==> config.mk <==
export PLATFORM = sky130hd
export DESIGN_NAME = pipe_ctrl_flat
export DESIGN_NICKNAME = d
export VERILOG_FILES = /design/src/rtl/pipe_ctrl_if.sv /design/src/rtl/pipe_ctrl.sv /design/src/flat_wrapper.sv
export SDC_FILE = /design/constraint.sdc
export NUM_CORES = 1
export LEC_CHECK = 0
export ABC_AREA = 1
export BUFFER_PORTS_ARGS = -buffer_cell sky130_fd_sc_hd__buf_2
export CORE_MARGIN = 2
export CORE_UTILIZATION = 30
export DETAILED_ROUTE_END_ITERATION = 16
export PLACE_DENSITY = 0.64
export SLEW_MARGIN = 20
export SYNTH_ARGS = -nofsm -noshare
export SYNTH_HDL_FRONTEND = slang
export SYNTH_SLANG_ARGS = --single-unit
==> constraint.sdc <==
create_clock -name clk -period 2.1 [get_ports clk]
set_input_delay 0.315 -clock clk [delete_from_list [all_inputs] [get_ports clk]]
set_output_delay 0.315 -clock clk [all_outputs]
set_load 0.02 [all_outputs]
==> src/rtl/pipe_ctrl_if.sv <==
// ============================================================================
// pipe_ctrl_if : hazard inputs and stage-control outputs of pipe_ctrl
// Rev 1.0 - initial release
// ============================================================================
`default_nettype none

interface pipe_ctrl_if;
    logic       mem_wait_i;
    logic       if_wait_i;
    logic       ex_busy_i;
    logic       load_use_i;
    logic       redirect_i;
    logic       trap_i;
    logic       pc_ce_o;
    logic [1:0] pc_sel_o;
    logic       ifid_ce_o;
    logic       idex_ce_o;
    logic       exmem_ce_o;
    logic       memwb_ce_o;
    logic       ifid_flush_o;
    logic       idex_flush_o;
    logic       exmem_flush_o;
    logic       memwb_flush_o;

    // Core side: raises hazards, consumes stage controls
    modport master (
        output mem_wait_i, if_wait_i, ex_busy_i, load_use_i, redirect_i, trap_i,
        input  pc_ce_o, pc_sel_o,
        input  ifid_ce_o, idex_ce_o, exmem_ce_o, memwb_ce_o,
        input  ifid_flush_o, idex_flush_o, exmem_flush_o, memwb_flush_o
    );

    // Controller side
    modport slave (
        input  mem_wait_i, if_wait_i, ex_busy_i, load_use_i, redirect_i, trap_i,
        output pc_ce_o, pc_sel_o,
        output ifid_ce_o, idex_ce_o, exmem_ce_o, memwb_ce_o,
        output ifid_flush_o, idex_flush_o, exmem_flush_o, memwb_flush_o
    );
endinterface

`default_nettype wire

==> src/rtl/pipe_ctrl.sv <==
// ============================================================================
// pipe_ctrl : five-stage pipeline flow controller (stall/flush/PC select).
// Optional performance counters enabled by PIPE_CTRL_PERF_EN.
// Rev 1.0 - initial release
// ============================================================================
`default_nettype none

module pipe_ctrl #(
    parameter int CNT_W = 32
) (
    input  wire              clk,
    input  wire              rst,
    pipe_ctrl_if.slave       pif
`ifdef PIPE_CTRL_PERF_EN
    ,
    output logic [CNT_W-1:0] stall_cnt_o,
    output logic [CNT_W-1:0] flush_cnt_o
`endif
);

    typedef enum logic [1:0] {
        ST_BOOT    = 2'd0,
        ST_RUN     = 2'd1,
        ST_HOLD    = 2'd2,
        ST_DISCARD = 2'd3
    } state_t;

    localparam logic [1:0] c_PEND_NONE = 2'd0;
    localparam logic [1:0] c_PEND_RDR  = 2'd1;
    localparam logic [1:0] c_PEND_TRAP = 2'd2;

    localparam logic [1:0] c_SEL_SEQ  = 2'd0;
    localparam logic [1:0] c_SEL_RDR  = 2'd1;
    localparam logic [1:0] c_SEL_TRAP = 2'd2;

    state_t     r_state;
    logic [1:0] r_pend;

    state_t     w_state_d;
    logic [1:0] w_pend_d;
    logic       w_pc_ce;
    logic [1:0] w_pc_sel;
    logic [3:0] w_ce;       // {memwb, exmem, idex, ifid}
    logic [3:0] w_fl;
    logic       w_apply;

    always_comb begin
        w_state_d = r_state;
        w_pend_d  = r_pend;
        w_pc_ce   = 1'b0;
        w_pc_sel  = c_SEL_SEQ;
        w_ce      = 4'b0000;
        w_fl      = 4'b0000;
        w_apply   = 1'b0;

        case (r_state)
            ST_BOOT: begin
                w_ce      = 4'b1111;
                w_fl      = 4'b1111;
                w_state_d = ST_RUN;
            end

            ST_RUN: begin
                if (pif.mem_wait_i) begin
                    if (pif.trap_i || pif.redirect_i) begin
                        w_pend_d  = pif.trap_i ? c_PEND_TRAP : c_PEND_RDR;
                        w_state_d = ST_HOLD;
                    end
                end else if (pif.trap_i) begin
                    w_pc_ce   = 1'b1;
                    w_pc_sel  = c_SEL_TRAP;
                    w_ce      = 4'b1111;
                    w_fl      = 4'b1111;
                    w_apply   = 1'b1;
                    w_state_d = pif.if_wait_i ? ST_DISCARD : ST_RUN;
                end else if (pif.ex_busy_i) begin
                    w_ce = 4'b1100;
                    w_fl = 4'b0100;
                end else if (pif.redirect_i) begin
                    w_pc_ce   = 1'b1;
                    w_pc_sel  = c_SEL_RDR;
                    w_ce      = 4'b1111;
                    w_fl      = 4'b0011;
                    w_apply   = 1'b1;
                    w_state_d = pif.if_wait_i ? ST_DISCARD : ST_RUN;
                end else if (pif.load_use_i) begin
                    w_ce = 4'b1110;
                    w_fl = 4'b0010;
                end else if (pif.if_wait_i) begin
                    w_ce = 4'b1111;
                    w_fl = 4'b0001;
                end else begin
                    w_pc_ce = 1'b1;
                    w_ce    = 4'b1111;
                end
            end

            ST_HOLD: begin
                if (pif.mem_wait_i) begin
                    // A trap always outranks a redirect still waiting to be applied
                    if (pif.trap_i) begin
                        w_pend_d = c_PEND_TRAP;
                    end else if (pif.redirect_i && (r_pend != c_PEND_TRAP)) begin
                        w_pend_d = c_PEND_RDR;
                    end
                end else begin
                    w_pc_ce   = 1'b1;
                    w_ce      = 4'b1111;
                    w_apply   = 1'b1;
                    w_pend_d  = c_PEND_NONE;
                    w_state_d = pif.if_wait_i ? ST_DISCARD : ST_RUN;
                    if (r_pend == c_PEND_TRAP) begin
                        w_pc_sel = c_SEL_TRAP;
                        w_fl     = 4'b1111;
                    end else begin
                        w_pc_sel = c_SEL_RDR;
                        w_fl     = 4'b0011;
                    end
                end
            end

            ST_DISCARD: begin
                // The fetch in flight is wrong-path: keep IF/ID bubbled until it lands
                w_ce[0]   = 1'b1;
                w_fl[0]   = 1'b1;
                w_state_d = pif.if_wait_i ? ST_DISCARD : ST_RUN;
                if (pif.mem_wait_i) begin
                    if (pif.trap_i || pif.redirect_i) begin
                        w_pend_d  = pif.trap_i ? c_PEND_TRAP : c_PEND_RDR;
                        w_state_d = ST_HOLD;
                    end
                end else if (pif.trap_i) begin
                    w_pc_ce  = 1'b1;
                    w_pc_sel = c_SEL_TRAP;
                    w_ce     = 4'b1111;
                    w_fl     = 4'b1111;
                    w_apply  = 1'b1;
                end else if (pif.ex_busy_i) begin
                    w_ce[3:1] = 3'b110;
                    w_fl[3:1] = 3'b010;
                end else begin
                    w_ce[3:1] = 3'b111;
                end
            end

            default: begin
                w_state_d = ST_BOOT;
                w_pend_d  = c_PEND_NONE;
            end
        endcase
    end

    always_ff @(posedge clk) begin
        if (rst) begin
            r_state <= ST_BOOT;
            r_pend  <= c_PEND_NONE;
        end else begin
            r_state <= w_state_d;
            r_pend  <= w_pend_d;
        end
    end

    // Everything is held inactive while reset is asserted
    assign pif.pc_ce_o       = !rst && w_pc_ce;
    assign pif.pc_sel_o      = rst ? c_SEL_SEQ : w_pc_sel;
    assign pif.ifid_ce_o     = !rst && w_ce[0];
    assign pif.idex_ce_o     = !rst && w_ce[1];
    assign pif.exmem_ce_o    = !rst && w_ce[2];
    assign pif.memwb_ce_o    = !rst && w_ce[3];
    assign pif.ifid_flush_o  = !rst && w_fl[0];
    assign pif.idex_flush_o  = !rst && w_fl[1];
    assign pif.exmem_flush_o = !rst && w_fl[2];
    assign pif.memwb_flush_o = !rst && w_fl[3];

`ifdef PIPE_CTRL_PERF_EN
    logic [CNT_W-1:0] r_stall_cnt;
    logic [CNT_W-1:0] r_flush_cnt;

    always_ff @(posedge clk) begin
        if (rst) begin
            r_stall_cnt <= '0;
            r_flush_cnt <= '0;
        end else begin
            if ((r_state != ST_BOOT) && !w_pc_ce) begin
                r_stall_cnt <= r_stall_cnt + 1'b1;
            end
            if (w_apply) begin
                r_flush_cnt <= r_flush_cnt + 1'b1;
            end
        end
    end

    assign stall_cnt_o = r_stall_cnt;
    assign flush_cnt_o = r_flush_cnt;
`endif

endmodule

`default_nettype wire

==> src/flat_wrapper.sv <==
// flat-port wrapper written by rule: the top's interface ports become plain ports
module pipe_ctrl_flat 
#(
    parameter int CNT_W = 32
)
  (clk, rst, pif_mem_wait_i, pif_if_wait_i, pif_ex_busy_i, pif_load_use_i, pif_redirect_i, pif_trap_i, pif_pc_ce_o, pif_pc_sel_o, pif_ifid_ce_o, pif_idex_ce_o, pif_exmem_ce_o, pif_memwb_ce_o, pif_ifid_flush_o, pif_idex_flush_o, pif_exmem_flush_o, pif_memwb_flush_o);
  pipe_ctrl_if pif_i ();
  input  wire clk;
  input  wire rst;
  input wire logic [$bits(pif_i.mem_wait_i)-1:0] pif_mem_wait_i;
  input wire logic [$bits(pif_i.if_wait_i)-1:0] pif_if_wait_i;
  input wire logic [$bits(pif_i.ex_busy_i)-1:0] pif_ex_busy_i;
  input wire logic [$bits(pif_i.load_use_i)-1:0] pif_load_use_i;
  input wire logic [$bits(pif_i.redirect_i)-1:0] pif_redirect_i;
  input wire logic [$bits(pif_i.trap_i)-1:0] pif_trap_i;
  output wire logic [$bits(pif_i.pc_ce_o)-1:0] pif_pc_ce_o;
  output wire logic [$bits(pif_i.pc_sel_o)-1:0] pif_pc_sel_o;
  output wire logic [$bits(pif_i.ifid_ce_o)-1:0] pif_ifid_ce_o;
  output wire logic [$bits(pif_i.idex_ce_o)-1:0] pif_idex_ce_o;
  output wire logic [$bits(pif_i.exmem_ce_o)-1:0] pif_exmem_ce_o;
  output wire logic [$bits(pif_i.memwb_ce_o)-1:0] pif_memwb_ce_o;
  output wire logic [$bits(pif_i.ifid_flush_o)-1:0] pif_ifid_flush_o;
  output wire logic [$bits(pif_i.idex_flush_o)-1:0] pif_idex_flush_o;
  output wire logic [$bits(pif_i.exmem_flush_o)-1:0] pif_exmem_flush_o;
  output wire logic [$bits(pif_i.memwb_flush_o)-1:0] pif_memwb_flush_o;
  assign pif_i.mem_wait_i = pif_mem_wait_i;
  assign pif_i.if_wait_i = pif_if_wait_i;
  assign pif_i.ex_busy_i = pif_ex_busy_i;
  assign pif_i.load_use_i = pif_load_use_i;
  assign pif_i.redirect_i = pif_redirect_i;
  assign pif_i.trap_i = pif_trap_i;
  assign pif_pc_ce_o = pif_i.pc_ce_o;
  assign pif_pc_sel_o = pif_i.pc_sel_o;
  assign pif_ifid_ce_o = pif_i.ifid_ce_o;
  assign pif_idex_ce_o = pif_i.idex_ce_o;
  assign pif_exmem_ce_o = pif_i.exmem_ce_o;
  assign pif_memwb_ce_o = pif_i.memwb_ce_o;
  assign pif_ifid_flush_o = pif_i.ifid_flush_o;
  assign pif_idex_flush_o = pif_i.idex_flush_o;
  assign pif_exmem_flush_o = pif_i.exmem_flush_o;
  assign pif_memwb_flush_o = pif_i.memwb_flush_o;
  pipe_ctrl #(.CNT_W(CNT_W)) u_core (.clk(clk), .rst(rst), .pif(pif_i));
endmodule
==> run metrics <==
outcome=completed; final non-filler cell total=122; count of pins over their slew limit=0; register bit count reported by yosys=4; CTS buffer count=3; CTS Sinks=4; Post-CTS Resized=0; largest net degree at the start of global routing=11; Root Buffer=clkbuf_4; P&R area growth vs syn=26.3%; Worst slew margin=76.9%; hold-fix buffers at CTS=0; worst setup margin=307 ps; post-CTS setup repair buffer count=0; gpl congestion=0.836; vias in the first global route=516; die area=1870 sq um; Placed Cells=119; Top Usage Layer GRT=met2; initial antenna violation count=0; Max H-tree Level=1; DR DRC count=0; Finished Cell Area=583 sq um; Tot GR Track Use=14.5%; Worst Hold Class=in2reg; GR Overflow Total=0; Initial Utilization=31.4%; CP Class=reg2out; type of origin of the critical path=flop; Final setup viols=0; DRT iter0 DRCs=12; n_diodes=0; crit-path max FO=6; met1 Resource Use GR=19.5%; final hold viol count=0; TritonCTS clock tree=yes; CP Capture Type=output pin; Worst Tran Pin Value=345 ps; Mapped Area=462 sq um; final clock period utilization by the worst path=85.4%; crit path time final=1790 ps; DRT Pass-1 Iters=4; fill cell count=168; most used cell, CP=o21ai_0; Max-cap violations=0; WL/cell=9.66 um; Yosys Warn Count=0; PortBufs=18; FMAX=0.558 GHz; post-synthesis average cell area=5.31 sq um; Placement Setup Slack=486 ps; later-pin clock latency in the skew report=230 ps; Ports=19; Worst Skew=1.25 ps; Final Core Density=39.6%; slowest CP cell=dfxtp_1; die width=43.2 um; Post-Syn Instances=87; VDD IR max=0.260 mV; CORE AREA=1470 sq um; first-pass GRT wire length=2.03 mm; CTS clk-pin slew, worst paths=40 ps; worst-path cell chain=nor2_1, nand4_1, o21ai_0, o21ai_0, inv_1, buf_2; Mapped Nets=95; power per cell area=563 nW/um^2; DP Wirelength=980 um; antenna viol nets, final=0; met3 Use GR=1.28%; Clock Tree Buf Depth=2; Die Ht=43.2 um; ratio of cells with drive above 1 in the final layout=29.2%; total length of routed wires=1.18 mm; Placed Area=561 sq um; setup TNS=0 ps; routed vias/inst=4.81; Rows=14; hold_ws=377 ps; GR Util met2=21.8%; RSZ-0062 raised after global routing=false; Tot Pwr=0.328 mW; count of cell types in the netlist=20; post-layout net count=116; Required @ worst endpoint=1780 ps; crit path DAT=1480 ps; DR vias=587; sequential cell area fraction in the yosys report=17.3%; Leak Pwr=0.309 nW; slowest stage delay, CP=360 ps
[cell families (layout without fill, tap and decap cells)]
family | after synthesis | after routing | share of synthesized area, %
AO/OA/AOI/OAI | 15 | 15 | 17.3
buffers and inverters | 14 | 33 | 12.2
flip-flops | 4 | 4 | 17.3
AND/OR/NAND/NOR | 54 | 54 | 53.1
[worst max-delay path, delay by kind of cell (launching register included)]
family | cells | cell delay, ps
flops | 1 | 360
buf+inv | 2 | 210
compound gates | 2 | 250
simple gates | 2 | 420
[registers in the layout, summed over array words and instances, names as in the netlist]
register,flops
u_core.r_pend,2
u_core.r_state,2
[final cells by class]
class                   count  area, sq um  area share, %
flip-flops and latches      4         80.1           13.7
clock buffers               3         22.5           3.86
multi-input cells          69          325           55.8
well taps                  16         20.0           3.43
inverters                  12         45.0           7.73
repair buffers             18         90.1           15.5
[final timing paths]
path	startpoint	to	slack [ps]	cells past startpoint
hold reg to reg	u_core.r_pend[0]$_SDFFE_PP0P_	u_core.r_pend[0]$_SDFFE_PP0P_	460	2
setup / recovery	u_core.r_state[0]$_SDFFE_PP0P_	pif_memwb_flush_o	310	6
setup reg to reg	u_core.r_state[0]$_SDFFE_PP0P_	u_core.r_state[1]$_SDFFE_PP0P_	990	7
hold / removal	rst	u_core.r_pend[1]$_SDFFE_PP0P_	380	2
[cell usage after synthesis]
| library cell | n | area share (%) |
|---|---|---|
| nand2_2 | 5 | 6.8 |
| nor2_2 | 1 | 1.4 |
| inv_1 | 9 | 7.3 |
| nand4_1 | 2 | 2.7 |
| nor3b_1 | 1 | 1.6 |
| clkbuf_1 | 1 | 0.81 |
| buf_4 | 1 | 1.6 |
| nand2_1 | 18 | 15 |
| and2_1 | 1 | 1.4 |
| o21ai_1 | 1 | 1.1 |
| nor2_1 | 17 | 14 |
| nand3_2 | 1 | 2.2 |
| nor3_1 | 2 | 2.2 |
| o211ai_1 | 1 | 1.6 |
| inv_2 | 3 | 2.4 |
| dfxtp_1 | 4 | 17 |
| a21oi_1 | 8 | 8.7 |
| nand3_1 | 6 | 6.5 |
| o21a_1 | 1 | 1.6 |
| o21ai_0 | 4 | 4.3 |
[report_power, final]
| part | internal (mW) | switching, mW | total, mW |
|---|---|---|---|
| Combinational | 0.0485 | 0.0949 | 0.143 |
| Clock | 0.0638 | 0.0294 | 0.0932 |
| Sequential | 0.0831 | 0.00867 | 0.0917 |
| Total | 0.195 | 0.133 | 0.328 |
[per-layer routing]
| layer | share of wire (%) | vias up |
|---|---|---|
| met1 | 47 | 257 |
| met4 | 1.6 | 0 |
| met2 | 49 | 11 |
| met3 | 3.0 | 2 |
| met5 | 0 | - |
| li1 | - | 317 |
[placed cells by master, fill, tap and decap left out]
cell and count:
and2_1 1, nor2_2 1, nor3_1 2, nor2_1 17, inv_1 9, clkbuf_4 3, nand3_1 6, o21a_1 1
nand2_2 5, o21ai_1 1, nand3_2 1, nand4_1 2, dfxtp_1 4, nand2_1 18, nor3b_1 1, inv_2 3
a21oi_1 8, o211ai_1 1, o21ai_0 4, buf_2 18
No activity file was read; power rests on OpenSTA's default activity.
